<file path="config.mk">
export PLATFORM = sky130hd
export DESIGN_NAME = cache_control_flat
export DESIGN_NICKNAME = d
export VERILOG_FILES = /design/src/rtl/cache_control_if.sv /design/src/rtl/cache_control.sv /design/src/flat_wrapper.sv
export SDC_FILE = /design/constraint.sdc
export NUM_CORES = 1
export LEC_CHECK = 0
export BUFFER_PORTS_ARGS = -buffer_cell sky130_fd_sc_hd__buf_2
export CORE_UTILIZATION = 47
export DETAILED_ROUTE_END_ITERATION = 8
export GPL_TIMING_DRIVEN = 1
export PLACE_DENSITY = 0.77
export SYNTH_ARGS = -nofsm -noshare
export SYNTH_HDL_FRONTEND = slang
export SYNTH_SLANG_ARGS = --single-unit
export TNS_END_PERCENT = 20
</file>
<file path="constraint.sdc">
create_clock -name clk -period 1.99 [get_ports clk]
set_clock_uncertainty 0.05 [all_clocks]
set_input_delay 0.0995 -clock clk [delete_from_list [all_inputs] [get_ports clk]]
set_output_delay 0.0995 -clock clk [all_outputs]
set_load 0.05 [all_outputs]
</file>
<file path="src/rtl/cache_control_if.sv">
// Handshake bundle between the cache sequencer, the CPU port, the cache
// datapath and physical memory.
interface cache_control_if;
   logic mem_read;
   logic mem_write;
   logic mem_resp;
   logic hit;
   logic evict;
   logic load_tag;
   logic load_d;
   logic pmem_read;
   logic pmem_write;
   logic pmem_resp;

   // master: the CPU/datapath/memory side that surrounds the controller
   modport master (
      output mem_read, mem_write, hit, evict, pmem_resp,
      input  mem_resp, load_tag, load_d, pmem_read, pmem_write
   );

   modport slave (
      input  mem_read, mem_write, hit, evict, pmem_resp,
      output mem_resp, load_tag, load_d, pmem_read, pmem_write
   );
endinterface

</file>
<file path="src/rtl/cache_control.sv">
// Sequencer for the 2-way set-associative cache: hit service, dirty
// writeback, line refill, plus saturating hit/miss/writeback counters.
//
// state       | meaning
// ------------+-------------------------------------------------------------
// S_IDLE      | waiting for a request; hits are answered in the same cycle
// S_WRITEBACK | writing the dirty LRU victim to pmem until pmem_resp
// S_ALLOCATE  | reading the missing line from pmem until pmem_resp
module cache_control #(
   parameter int CNT_WIDTH = 16
) (
   input  logic                 clk,
   input  logic                 rst_n,
   cache_control_if.slave       bus,
   input  logic                 perf_clr,
   output logic [CNT_WIDTH-1:0] hit_count,
   output logic [CNT_WIDTH-1:0] miss_count,
   output logic [CNT_WIDTH-1:0] wb_count,
   output logic                 busy
);

   typedef enum logic [1:0] {
      S_IDLE      = 2'd0,
      S_WRITEBACK = 2'd1,
      S_ALLOCATE  = 2'd2
   } state_t;

   state_t state, state_nxt;
   logic   refill;
   logic   req;
   logic   mem_resp_c, load_tag_c, load_d_c, pmem_read_c, pmem_write_c;
   logic   set_refill, clr_refill;
   logic   miss_evt, wb_evt, hit_evt;

   assign req = bus.mem_read | bus.mem_write;

   always_ff @(posedge clk or negedge rst_n) begin
      if (!rst_n) begin
         state <= S_IDLE;
      end else begin
         state <= state_nxt;
      end
   end

   always_comb begin
      state_nxt    = state;
      mem_resp_c   = 1'b0;
      load_tag_c   = 1'b0;
      load_d_c     = 1'b0;
      pmem_read_c  = 1'b0;
      pmem_write_c = 1'b0;
      set_refill   = 1'b0;
      clr_refill   = 1'b0;
      miss_evt     = 1'b0;
      wb_evt       = 1'b0;
      case (state)
         S_IDLE: begin
            // the refill marker only lives for the first IDLE cycle after a fill
            clr_refill = 1'b1;
            if (req) begin
               if (bus.hit) begin
                  mem_resp_c = 1'b1;
                  load_d_c   = bus.mem_write;
               end else begin
                  miss_evt  = 1'b1;
                  state_nxt = bus.evict ? S_WRITEBACK : S_ALLOCATE;
               end
            end
         end
         S_WRITEBACK: begin
            pmem_write_c = 1'b1;
            if (bus.pmem_resp) begin
               wb_evt    = 1'b1;
               state_nxt = S_ALLOCATE;
            end
         end
         S_ALLOCATE: begin
            pmem_read_c = 1'b1;
            if (bus.pmem_resp) begin
               load_d_c   = 1'b1;
               load_tag_c = 1'b1;
               set_refill = 1'b1;
               state_nxt  = S_IDLE;
            end
         end
         default: begin
            state_nxt = S_IDLE;
         end
      endcase
   end

   // Strobes are forced low while reset is held, even with a hit on the inputs.
   assign bus.mem_resp   = rst_n & mem_resp_c;
   assign bus.load_tag   = rst_n & load_tag_c;
   assign bus.load_d     = rst_n & load_d_c;
   assign bus.pmem_read  = rst_n & pmem_read_c;
   assign bus.pmem_write = rst_n & pmem_write_c;
   assign busy           = (state != S_IDLE);

   always_ff @(posedge clk or negedge rst_n) begin
      if (!rst_n) begin
         refill <= 1'b0;
      end else if (set_refill) begin
         refill <= 1'b1;
      end else if (clr_refill) begin
         refill <= 1'b0;
      end
   end

   // The response right after a refill belongs to the miss already counted.
   assign hit_evt = mem_resp_c & ~refill;

   always_ff @(posedge clk or negedge rst_n) begin
      if (!rst_n) begin
         hit_count  <= '0;
         miss_count <= '0;
         wb_count   <= '0;
      end else if (perf_clr) begin
         hit_count  <= '0;
         miss_count <= '0;
         wb_count   <= '0;
      end else begin
         if (hit_evt && (hit_count != '1)) begin
            hit_count <= hit_count + 1'b1;
         end
         if (miss_evt && (miss_count != '1)) begin
            miss_count <= miss_count + 1'b1;
         end
         if (wb_evt && (wb_count != '1)) begin
            wb_count <= wb_count + 1'b1;
         end
      end
   end

endmodule

</file>
<file path="src/flat_wrapper.sv">
// flat-port wrapper written by rule: the top's interface ports become plain ports
module cache_control_flat 
#(
   parameter int CNT_WIDTH = 16
)
  (clk, rst_n, perf_clr, hit_count, miss_count, wb_count, busy, bus_mem_read, bus_mem_write, bus_hit, bus_evict, bus_pmem_resp, bus_mem_resp, bus_load_tag, bus_load_d, bus_pmem_read, bus_pmem_write);
  cache_control_if bus_i ();
  input  logic clk;
  input  logic rst_n;
  input  logic perf_clr;
  output logic [CNT_WIDTH-1:0] hit_count;
  output logic [CNT_WIDTH-1:0] miss_count;
  output logic [CNT_WIDTH-1:0] wb_count;
  output logic busy;
  input wire logic [$bits(bus_i.mem_read)-1:0] bus_mem_read;
  input wire logic [$bits(bus_i.mem_write)-1:0] bus_mem_write;
  input wire logic [$bits(bus_i.hit)-1:0] bus_hit;
  input wire logic [$bits(bus_i.evict)-1:0] bus_evict;
  input wire logic [$bits(bus_i.pmem_resp)-1:0] bus_pmem_resp;
  output wire logic [$bits(bus_i.mem_resp)-1:0] bus_mem_resp;
  output wire logic [$bits(bus_i.load_tag)-1:0] bus_load_tag;
  output wire logic [$bits(bus_i.load_d)-1:0] bus_load_d;
  output wire logic [$bits(bus_i.pmem_read)-1:0] bus_pmem_read;
  output wire logic [$bits(bus_i.pmem_write)-1:0] bus_pmem_write;
  assign bus_i.mem_read = bus_mem_read;
  assign bus_i.mem_write = bus_mem_write;
  assign bus_i.hit = bus_hit;
  assign bus_i.evict = bus_evict;
  assign bus_i.pmem_resp = bus_pmem_resp;
  assign bus_mem_resp = bus_i.mem_resp;
  assign bus_load_tag = bus_i.load_tag;
  assign bus_load_d = bus_i.load_d;
  assign bus_pmem_read = bus_i.pmem_read;
  assign bus_pmem_write = bus_i.pmem_write;
  cache_control #(.CNT_WIDTH(CNT_WIDTH)) u_core (.clk(clk), .rst_n(rst_n), .bus(bus_i), .perf_clr(perf_clr), .hit_count(hit_count), .miss_count(miss_count), .wb_count(wb_count), .busy(busy));
endmodule
</file>
==> results of run 1 <==
[layout make-up]
class	count	area share (%)
Clock buffer	5	1.78
Clock inverter	3	0.389
Inverter	8	0.907
Multi-Input combinational cell	258	46.6
Sequential cell	51	33.8
Tap cell	75	2.43
Timing Repair Buffer	90	14.2
[worst register-to-register path, stage by stage (launching register included)]
cell and delay [ns]:
dfrtp_1 0.42, nor2_4 0.17, inv_6 0.05, or4_4 0.60, nor4_2 0.31, mux2_2 0.36
[sequential cells by signal, summed over array words and instances, names as in the netlist]
name / flops
u_core.wb_count: 16
u_core.state: 2
u_core.hit_count: 16
u_core.miss_count: 16
u_core.refill: 1
[through the flow]
stage	hold WS, ns	setup slack [ns]	power [W]	util, %	TNS [ns]
floorplan	-0.246	-0.109	0.00143	-	-1.50
global placement	-0.0354	-0.0348	0.00153	61.0	-0.0920
detailed placement	-0.0362	-0.0728	0.00154	61.0	-0.352
CTS	0.116	-0.0860	0.00215	62.9	-0.306
global route	0.157	-0.134	0.00222	63.7	-1.06
finish	0.118	-0.0672	0.00213	63.7	-0.238
[repair_timing]
action	4_1_cts	5_1_grt
gates resized for setup	1	12
hold buffers	3	0
pin swaps	5	4
setup endpoints to repair	12	30
endpoints found under the hold margin	28	0
[worst max-delay path by stage]
| stage | start | end | slack, ns | depth (start not counted) |
|---|---|---|---|---|
| finish | u_core.state[0]$_DFFE_PN0P_ | u_core.hit_count[9]$_DFFE_PN0P_ | -0.07 | 5 |
| global route | u_core.state[0]$_DFFE_PN0P_ | u_core.hit_count[9]$_DFFE_PN0P_ | -0.13 | 5 |
| CTS | u_core.state[0]$_DFFE_PN0P_ | u_core.hit_count[9]$_DFFE_PN0P_ | -0.09 | 5 |
| detailed placement | u_core.state[0]$_DFFE_PN0P_ | u_core.hit_count[13]$_DFFE_PN0P_ | -0.07 | 5 |
| global placement | u_core.state[0]$_DFFE_PN0P_ | u_core.hit_count[13]$_DFFE_PN0P_ | -0.03 | 5 |
| floorplan | u_core.state[1]$_DFFE_PN0P_ | u_core.hit_count[9]$_DFFE_PN0P_ | -0.11 | 7 |
[cells in the mapped netlist, drive strengths merged (3+ instances only)]
library cell / count
nand2b: 5
buf: 6
dfrtp: 51
nor4: 16
nor2: 25
nor3: 10
mux2: 15
or4: 21
and3: 8
ha: 3
nor2b: 15
o31ai: 23
nand3: 19
and4: 5
nand2: 16
clkbuf: 8
a21oi: 32
nand4: 15
or3: 9
o21ai: 8
inv: 8
[power groups by stage]
stage	registers (W)	logic, W	clock network, W
floorplan	0.00116	0.000268	0
global placement	0.00112	0.000415	0
detailed placement	0.00112	0.000423	0
CTS	0.00110	0.000429	0.000621
global route	0.00111	0.000465	0.000653
finish	0.00110	0.000425	0.000605
[per-layer routing]
metal / global-route usage, % / vias up
met5: 0 / -
met1: 29.7 / 1448
met4: 8.77 / 0
met2: 42.6 / 85
li1: - / 1433
met3: 4.40 / 8
[cell families after synthesis]
group / after synthesis / synth area share (%)
and+or+nand+nor: 172 / 33.4
AOI/OAI and AO/OA: 66 / 13.1
DFF: 51 / 42.2
buffers and inverters: 22 / 3.81
muxes: 17 / 6.25
adders and majority gates: 3 / 1.24
==> summary.txt, run 1 <==
Top delay family on crit path -> simple AND/OR/NAND/NOR gates
Post-Synthesis Cells -> 331
Register Area -> 1310 um2
DR vias -> 2974
Min-delay src -> perf_clr
Status -> complete, but fails checks
Switching power -> 0.000690 W
Int Pwr -> 0.00144 W
Starting DRT DRC Count -> 114
Worst path max stage delay -> 0.60 ns
Core area -> 6060 um2
Nature of the critical path startpoint -> flop
Mean Syn Cell Area -> 9.13 um2
Switch share -> 32.4%
Largest net degree at the start of global routing -> 50
Setup repair bufs after CTS -> 0
Fin. max-slew vios -> 0
Placed Cells -> 479
Crit end category -> flop
R2R cell count -> 5
Area grow syn2layout -> 27.8%
Initial antenna violation count -> 0
Post-Syn Nets -> 342
Synth area leaders -> dfrtp_1, o31ai_1, mux2_2, a21oi_1, or4_1
I/O pin total -> 62
H-tree levels -> 2
Cell Pwr Density -> 552 nW/um2
R2R setup slack -> -0.07 ns
Wirelength per Cell -> 15.8 um
Design area -> 3860 um2
Post-Syn Area -> 3020 um2
CTS buffer count -> 5
Vias per cell -> 6.07
Clk buf depth -> 2
Sequential power share -> 51.7%
Filler cell count -> 516
Worst Tran Pin Value -> 0.526 ns
Latest clock arrival within the worst-skew pair -> 0.31 ns
First-pass GRT wire length -> 12.7 mm
Post-synthesis cell type with the largest combined area -> dfrtp_1
# setup viols final -> 5
Worst Hold Class -> primary input to flop
Gr usage total -> 24.3%
Hold Path Depth -> 2
Final #Nets -> 425
Most used DFF post-synth -> dfrtp_1
Starting density of the core -> 49.9%
Clock Tree Root -> clkbuf_8
Die width -> 82.2 um
Row Count -> 28
Most frequent cells in the layout -> buf_2, a21oi_1, dfrtp_1, nor2_1, buf_4
Leak -> 1.64 nW
Die Ht -> 82.2 um
Post-route ant nets -> 0
Multi-input gate area -> 1800 um2
Vias in the first global route -> 2845
Sink of the worst hold path -> u_core.hit_count[1]$_DFFE_PN0P_
Yosys reg bits -> 51
Crit Path Category -> flop to flop
GP Congestion -> 0.831
Clock transition at path regs -> 0.10 ns
Failing checks -> negative setup slack
RSZ-0062 raised after global routing -> yes
Clock Power Share -> 28.4%
TritonRoute pass-1 iters -> 4
Final cell count without fillers -> 490
Cell variety after synth -> 37
Commonest non-fill, non-tap cell in the layout -> buf_2
Post-synth EDFFs -> 0
Final Critical Period -> 2.06 ns
Max Freq -> 0.486 GHz
Drc violations -> 0
Met3 Routed Length -> 312 um
Slew Limit Headroom -> 64.6%
CP bufs+invs -> 1
Total Wirelength -> 7.75 mm
GRT overflow -> 0
CP max stage cell -> or4_4
Peak supply drop -> 0.000339 V
Fraction of layout cells with a size suffix above 1 -> 39.3%
Sink Count -> 51
Seq/Total Area, Yosys -> 42.2%
Met2 routed WL -> 3.90 mm
Worst Slack Setup Final -> -0.0672 ns
Ant. Diodes -> 0
Critical-path cell list -> nor2_4, inv_6, or4_4, nor4_2, mux2_2
CP max FO -> 15
Final Cycle Share -> 103%
Fin. Hold Viols -> 0
Total Die Area -> 6760 um2
Uppermost layer routed -> met4
M1 WL -> 3.45 mm
# Max-Cap Violations -> 0
Yosys Warn Count -> 0
Comb pwr share -> 19.9%
R2r startpoint -> u_core.state[0]$_DFFE_PN0P_
Worst Path Required -> 2.14 ns
Post-placement cell area -> 3700 um2
FF-to-FF End -> u_core.hit_count[9]$_DFFE_PN0P_
IO buf count -> 61
Top cell type's share of synthesized area -> 42.2%
Share of synthesized registers carrying an async set or reset -> 100%
DP HPWL -> 5.50 mm
TritonCTS clock tree -> done
Arr. time, crit path -> 2.21 ns
No activity file was read; power rests on OpenSTA's default activity.
==> inputs of run 2 (changes only) <==
--- a/config.mk
+++ b/config.mk
@@ -9,6 +9,7 @@
 export CORE_UTILIZATION = 47
 export DETAILED_ROUTE_END_ITERATION = 8
 export GPL_TIMING_DRIVEN = 1
+export MAX_ROUTING_LAYER = met4
 export PLACE_DENSITY = 0.77
 export SYNTH_ARGS = -nofsm -noshare
 export SYNTH_HDL_FRONTEND = slang
==> run 2 against run 1 <==
The run still ends with negative setup slack left; first-iteration DRC count down 7.9%; critical path type unchanged; utilization stayed put; design area unchanged; die area is the same.
==> summary.txt, run 2 (synthesis results as in run 1) <==
IO buf count -> 61 (unchanged)
Largest regs -> u_core.hit_count x16, u_core.miss_count x16, u_core.wb_count x16
Final #Nets -> 425 (unchanged)
Fin. Hold Viols -> 0 (unchanged)
Worst Tran Pin Value -> 0.529 ns (+0.00306 ns)
Status -> complete, but fails checks
Post-route ant nets -> 0 (unchanged)
Starting density of the core -> 49.9% (unchanged)
Leak -> 1.64 nW (unchanged)
Max Freq -> 0.486 GHz (about the same)
Sink Count -> 51 (unchanged)
Die Ht -> 82.2 um (unchanged)
Peak supply drop -> 0.000336 V (-0.89%)
Area grow syn2layout -> 27.8% (unchanged)
Clock transition at path regs -> 0.10 ns (about the same)
Total Wirelength -> 7.77 mm (+0.27%)
CTS buffer count -> 5 (unchanged)
# Max-Cap Violations -> 0 (unchanged)
Placed Cells -> 479 (unchanged)
Uppermost layer routed -> met4
Slew Limit Headroom -> 64.4% (-0.21 points)
Worst Hold Class -> primary input to flop
Ant. Diodes -> 0 (unchanged)
DR vias -> 2986 (+0.40%)
Die width -> 82.2 um (unchanged)
RSZ-0062 raised after global routing -> yes
GP Congestion -> 0.844 (+1.5%)
Total power -> 0.00213 W (about the same)
Fin. max-slew vios -> 0 (unchanged)
Most frequent cells in the layout -> buf_2, a21oi_1, dfrtp_1, nor2_1, buf_4
H-tree levels -> 2 (unchanged)
Crit Path Category -> flop to flop
Failing checks -> negative setup slack
Commonest non-fill, non-tap cell in the layout -> buf_2
Core area -> 6060 um2 (unchanged)
Vias per cell -> 6.09 (+0.40%)
Initial antenna violation count -> 0 (unchanged)
Wirelength per Cell -> 15.9 um (+0.27%)
Latest clock arrival within the worst-skew pair -> 0.31 ns (about the same)
Vias in the first global route -> 2842 (-0.11%)
Clk buf depth -> 2 (unchanged)
Fraction of layout cells with a size suffix above 1 -> 39.3% (unchanged)
Placement Setup Slack -> -0.0728 ns (unchanged)
CP max FO -> 15 (unchanged)
Drc violations -> 0 (unchanged)
# setup viols final -> 5 (unchanged)
Worst Slack Setup Final -> -0.0671 ns (+0.0000302 ns)
Total Die Area -> 6760 um2 (unchanged)
M1 WL -> 3.43 mm (-0.64%)
Row Count -> 28 (unchanged)
Nature of the critical path startpoint -> flop
TritonCTS clock tree -> done
Crit end category -> flop
Starting DRT DRC Count -> 105 (-7.9%)
First-pass GRT wire length -> 12.7 mm (+0.11%)
Largest net degree at the start of global routing -> 50 (unchanged)
Arr. time, crit path -> 2.21 ns (about the same)
DP HPWL -> 5.50 mm (unchanged)
Setup TNS -> -0.238 ns (+0.000222 ns)
Met2 routed WL -> 3.93 mm (+0.74%)
Met3 Routed Length -> 326 um (+4.5%)
TritonRoute pass-1 iters -> 4 (unchanged)
GRT overflow -> 0 (unchanged)
Final Critical Period -> 2.06 ns (-0.0000302 ns)
Cell Pwr Density -> 552 nW/um2 (about the same)
Final cell count without fillers -> 490 (unchanged)
Final Cycle Share -> 103% (about the same)
Worst Path Required -> 2.14 ns (about the same)
I/O pin total -> 62 (unchanged)
Final hold slack -> 0.117 ns (-0.00156 ns)
Clock Tree Root -> clkbuf_8
Gr usage total -> 25.0% (+0.73 points)
==> run 2: final timing paths <==
path / endpoint / start / slack (ns) / depth (start not counted)
max reg2reg: u_core.hit_count[9]$_DFFE_PN0P_ / u_core.state[0]$_DFFE_PN0P_ / -0.07 / 5
min in group asynchronous: u_core.miss_count[12]$_DFFE_PN0P_ / rst_n / 0.18 / 2
max: u_core.hit_count[9]$_DFFE_PN0P_ / u_core.state[0]$_DFFE_PN0P_ / -0.07 / 5
min reg2reg: u_core.refill$_DFFE_PN0P_ / u_core.refill$_DFFE_PN0P_ / 0.49 / 2
min: u_core.hit_count[1]$_DFFE_PN0P_ / perf_clr / 0.12 / 2
max in group asynchronous: u_core.miss_count[0]$_DFFE_PN0P_ / rst_n / 1.03 / 3
==> run 2: timing repair <==
action,CTS,global route
hold endpoints to repair,28,0
hold buffers,3,0
buffers inserted,0,0
endpoints found under the setup margin,12,30
gates resized for setup,1,12
pin swaps,5,4
==> run 2: final cells by class <==
class                      count  area, um2
tap                           75       93.8
timing repair buffer          90        547
clock buffer                   5       68.8
fill                         516       2200
clock inverter                 3       15.0
inverter                       8       35.0
multi-input combinational    258       1800
sequential                    51       1310
==> run 2: metal layers <==
| layer | vias to the layer above | global-route usage [%] |
|---|---|---|
| li1 | 1435 | - |
| met1 | 1452 | 29.8 |
| met2 | 91 | 42.6 |
| met3 | 8 | 4.29 |
| met4 | 0 | 8.77 |
| met5 | - | - |
==> run 2: power breakdown <==
part / switching [W] / leakage (nW) / internal [W]
Sequential: 0.0000353 / 0.670 / 0.00107
Combinational: 0.000291 / 0.917 / 0.000134
Clock: 0.000364 / 0.0477 / 0.000242
Total: 0.000691 / 1.64 / 0.00144
==> run 2: critical path, cell delays in order, from the launching register on <==
cell     delay, ns
dfrtp_1       0.42
nor2_4        0.17
inv_6         0.05
or4_4         0.60
nor4_2        0.31
mux2_2        0.36
==> run 2: through the flow <==
stage	cell area, um2	util, %
global route	3860	63.7
finish	3860	63.7
detailed placement	3700	61.0
global placement	3700	61.0
floorplan	3180	-
CTS	3810	62.9
==> inputs of run 3 (changes only) <==
--- a/config.mk
+++ b/config.mk
@@ -6,11 +6,11 @@
 export NUM_CORES = 1
 export LEC_CHECK = 0
 export BUFFER_PORTS_ARGS = -buffer_cell sky130_fd_sc_hd__buf_2
-export CORE_UTILIZATION = 47
+export CORE_UTILIZATION = 59
 export DETAILED_ROUTE_END_ITERATION = 8
 export GPL_TIMING_DRIVEN = 1
 export MAX_ROUTING_LAYER = met4
-export PLACE_DENSITY = 0.77
+export PLACE_DENSITY = 0.89
 export SYNTH_ARGS = -nofsm -noshare
 export SYNTH_HDL_FRONTEND = slang
 export SYNTH_SLANG_ARGS = --single-unit
==> constraint.sdc (replaced) <==
create_clock -name clk -period 2.55 [get_ports clk]
set_clock_uncertainty 0.05 [all_clocks]
set_input_delay 0.1275 -clock clk [delete_from_list [all_inputs] [get_ports clk]]
set_output_delay 0.1275 -clock clk [all_outputs]
set_load 0.05 [all_outputs]
==> run 3 against run 2 <==
The run now ends clean; non-clock buffer count down 18; first-iteration DRC count rose to 2.6 times the previous value; critical endpoint is now u_core.hit_count[11]$_DFFE_PN0P_; cell count down 5.5%; highest routed layer unchanged; design area down 9.4%; worst hold slack worse by 0.10 ns; critical path type unchanged; sequential cell count unchanged; critical path depth unchanged.
==> summary.txt, run 3 (synthesis results as in run 1) <==
Status -> finished clean
H-tree levels -> 2 (unchanged)
Crit end category -> flop
Ant. Diodes -> 0 (unchanged)
Switching power -> 0.000505 W (-27%)
Worst Path Required -> 2.68 ns (+0.54 ns)
Row Count -> 25 (-11%)
Vias per cell -> 6.34 (+4.1%)
Worst Tran Pin Value -> 0.719 ns (+0.189 ns)
Hold Path Depth -> 3 (+1)
Largest net degree at the start of global routing -> 28 (-44%)
Wirelength per Cell -> 15.9 um (+0.21%)
Switch share -> 31.0% (-1.4 points)
Commonest non-fill, non-tap cell in the layout -> buf_2
Clock transition at path regs -> 0.09 ns (about the same)
Latest clock arrival within the worst-skew pair -> 0.30 ns (about the same)
R2r startpoint -> u_core.state[0]$_DFFE_PN0P_
Filler cell count -> 378 (-27%)
Sequential power share -> 52.6% (+1.0 points)
Die Ht -> 73.6 um (-10%)
Sink Count -> 51 (unchanged)
Worst Hold Class -> primary input to flop
Post-route ant nets -> 0 (unchanged)
Crit Path Category -> flop to flop
Cell Pwr Density -> 465 nW/um2 (-16%)
Arr. time, crit path -> 2.46 ns (+0.25 ns)
Drc violations -> 0 (unchanged)
Core Util, Final -> 72.6% (+8.9 points)
Core area -> 4820 um2 (-21%)
Min-delay src -> bus_evict
Clock Tree Root -> clkbuf_8
Gr usage total -> 30.0% (+4.9 points)
Initial antenna violation count -> 0 (unchanged)
Starting DRT DRC Count -> 274 (+160%)
RSZ-0062 raised after global routing -> no
Leak -> 1.55 nW (-5.4%)
Peak supply drop -> 0.000277 V (-18%)
Setup TNS -> 0 ns (+0.238 ns)
Fraction of layout cells with a size suffix above 1 -> 25.0% (-14 points)
Largest regs -> u_core.hit_count x16, u_core.miss_count x16, u_core.wb_count x16
Vias in the first global route -> 2655 (-6.6%)
Sink of the worst hold path -> u_core.state[0]$_DFFE_PN0P_
Nature of the critical path startpoint -> flop
Clk buf depth -> 2 (unchanged)
CTS buffer count -> 5 (unchanged)
CP max FO -> 18 (+3)
TritonCTS clock tree -> done
# setup viols final -> 0 (-5)
First-pass GRT wire length -> 12.2 mm (-4.5%)
R2R setup slack -> 0.22 ns (+0.29 ns)
Int Pwr -> 0.00112 W (-22%)
TritonRoute pass-1 iters -> 8 (+4)
# Max-Cap Violations -> 0 (unchanged)
Setup repair bufs after CTS -> 0 (unchanged)
Total Wirelength -> 7.36 mm (-5.3%)
Fin. max-slew vios -> 0 (unchanged)
Comb pwr share -> 18.4% (-1.5 points)
Clock Power Share -> 29.0% (+0.6 points)
DP HPWL -> 5.18 mm (-5.8%)
R2R cell count -> 5 (unchanged)
GP Congestion -> 0.876 (+3.8%)
FF-to-FF End -> u_core.hit_count[11]$_DFFE_PN0P_
Die width -> 73.6 um (-10%)
Slew Limit Headroom -> 51.7% (-13 points)
DR vias -> 2936 (-1.7%)
Final Cycle Share -> 91.2% (-12 points)
Fin. Hold Viols -> 0 (unchanged)
Final Critical Period -> 2.33 ns (+0.268 ns)
Most frequent cells in the layout -> buf_2, dfrtp_1, a21oi_1, nor2_1, o31ai_1
Total Die Area -> 5410 um2 (-20%)
GRT overflow -> 0 (unchanged)
IO buf count -> 61 (unchanged)
Final #Nets -> 407 (-4.2%)
I/O pin total -> 62 (unchanged)
Max Freq -> 0.430 GHz (-12%)
Starting density of the core -> 62.8% (+13 points)
Area grow syn2layout -> 15.8%
## run 3: cell type report
class | count | area, um2 | share of cell area (%)
Clock inverter | 1 | 5.00 | 0.143
Inverter | 8 | 30.0 | 0.858
Clock buffer | 6 | 82.6 | 2.36
Multi-Input combinational cell | 258 | 1630 | 46.6
Timing Repair Buffer | 72 | 390 | 11.2
Tap cell | 67 | 83.8 | 2.40
Sequential cell | 51 | 1280 | 36.5
## run 3: what timing repair did
action,4_1_cts,5_1_grt
hold endpoints to repair,21,0
resized for setup,0,0
hold buffers,1,0
## run 3: metrics by stage
stage               hold WS [ns]  power, W  instance area (um2)  setup slack, ns  cells
finish                    0.0162   0.00163                 3500            0.225    463
global route             0.00826   0.00169                 3500           0.0776    463
CTS                      0.00577   0.00163                 3500            0.232    463
detailed placement         0.103   0.00117                 3400            0.256    455
global placement           0.106   0.00116                 3400            0.309    455
floorplan                 -0.218   0.00109                 3020            0.218    331
## run 3: metal layers
| metal | global-route usage [%] | vias to the layer above | wire length [um] |
|---|---|---|---|
| met5 | - | - | 0 |
| met4 | 9.62 | 0 | 142 |
| met3 | 5.49 | 18 | 532 |
| met2 | 47.8 | 130 | 3550 |
| met1 | 38.8 | 1391 | 3140 |
| li1 | - | 1397 | - |
## run 3: worst max path at each step
| stage | startpoint | endpoint | slack, ns | cells after the start |
|---|---|---|---|---|
| after floorplan | u_core.wb_count[0]$_DFFE_PN0P_ | u_core.wb_count[15]$_DFFE_PN0P_ | 0.22 | 6 |
| after global placement | u_core.state[0]$_DFFE_PN0P_ | u_core.hit_count[13]$_DFFE_PN0P_ | 0.31 | 5 |
| after detailed placement | u_core.state[0]$_DFFE_PN0P_ | u_core.hit_count[12]$_DFFE_PN0P_ | 0.26 | 5 |
| after CTS | u_core.state[0]$_DFFE_PN0P_ | u_core.hit_count[11]$_DFFE_PN0P_ | 0.23 | 5 |
| after global routing | u_core.wb_count[0]$_DFFE_PN0P_ | u_core.wb_count[15]$_DFFE_PN0P_ | 0.08 | 6 |
| final | u_core.state[0]$_DFFE_PN0P_ | u_core.hit_count[11]$_DFFE_PN0P_ | 0.22 | 5 |
## run 3: critical path, cell delays in order (launching register included)
cell and delay, ns:
dfrtp_1 0.45, nor2_4 0.11, inv_2 0.07, or4_1 0.76
nor4_1 0.39, mux2_2 0.37
## run 3: power by group through the flow
| stage | combinational (W) | sequential, W | clock (W) |
|---|---|---|---|
| 4_1_cts | 0.000299 | 0.000856 | 0.000478 |
| 6_report | 0.000299 | 0.000857 | 0.000473 |
| 5_1_grt | 0.000326 | 0.000861 | 0.000504 |
| 3_3_place_gp | 0.000292 | 0.000870 | 0 |
| 3_5_place_dp | 0.000296 | 0.000871 | 0 |
| 2_1_floorplan | 0.000191 | 0.000900 | 0 |
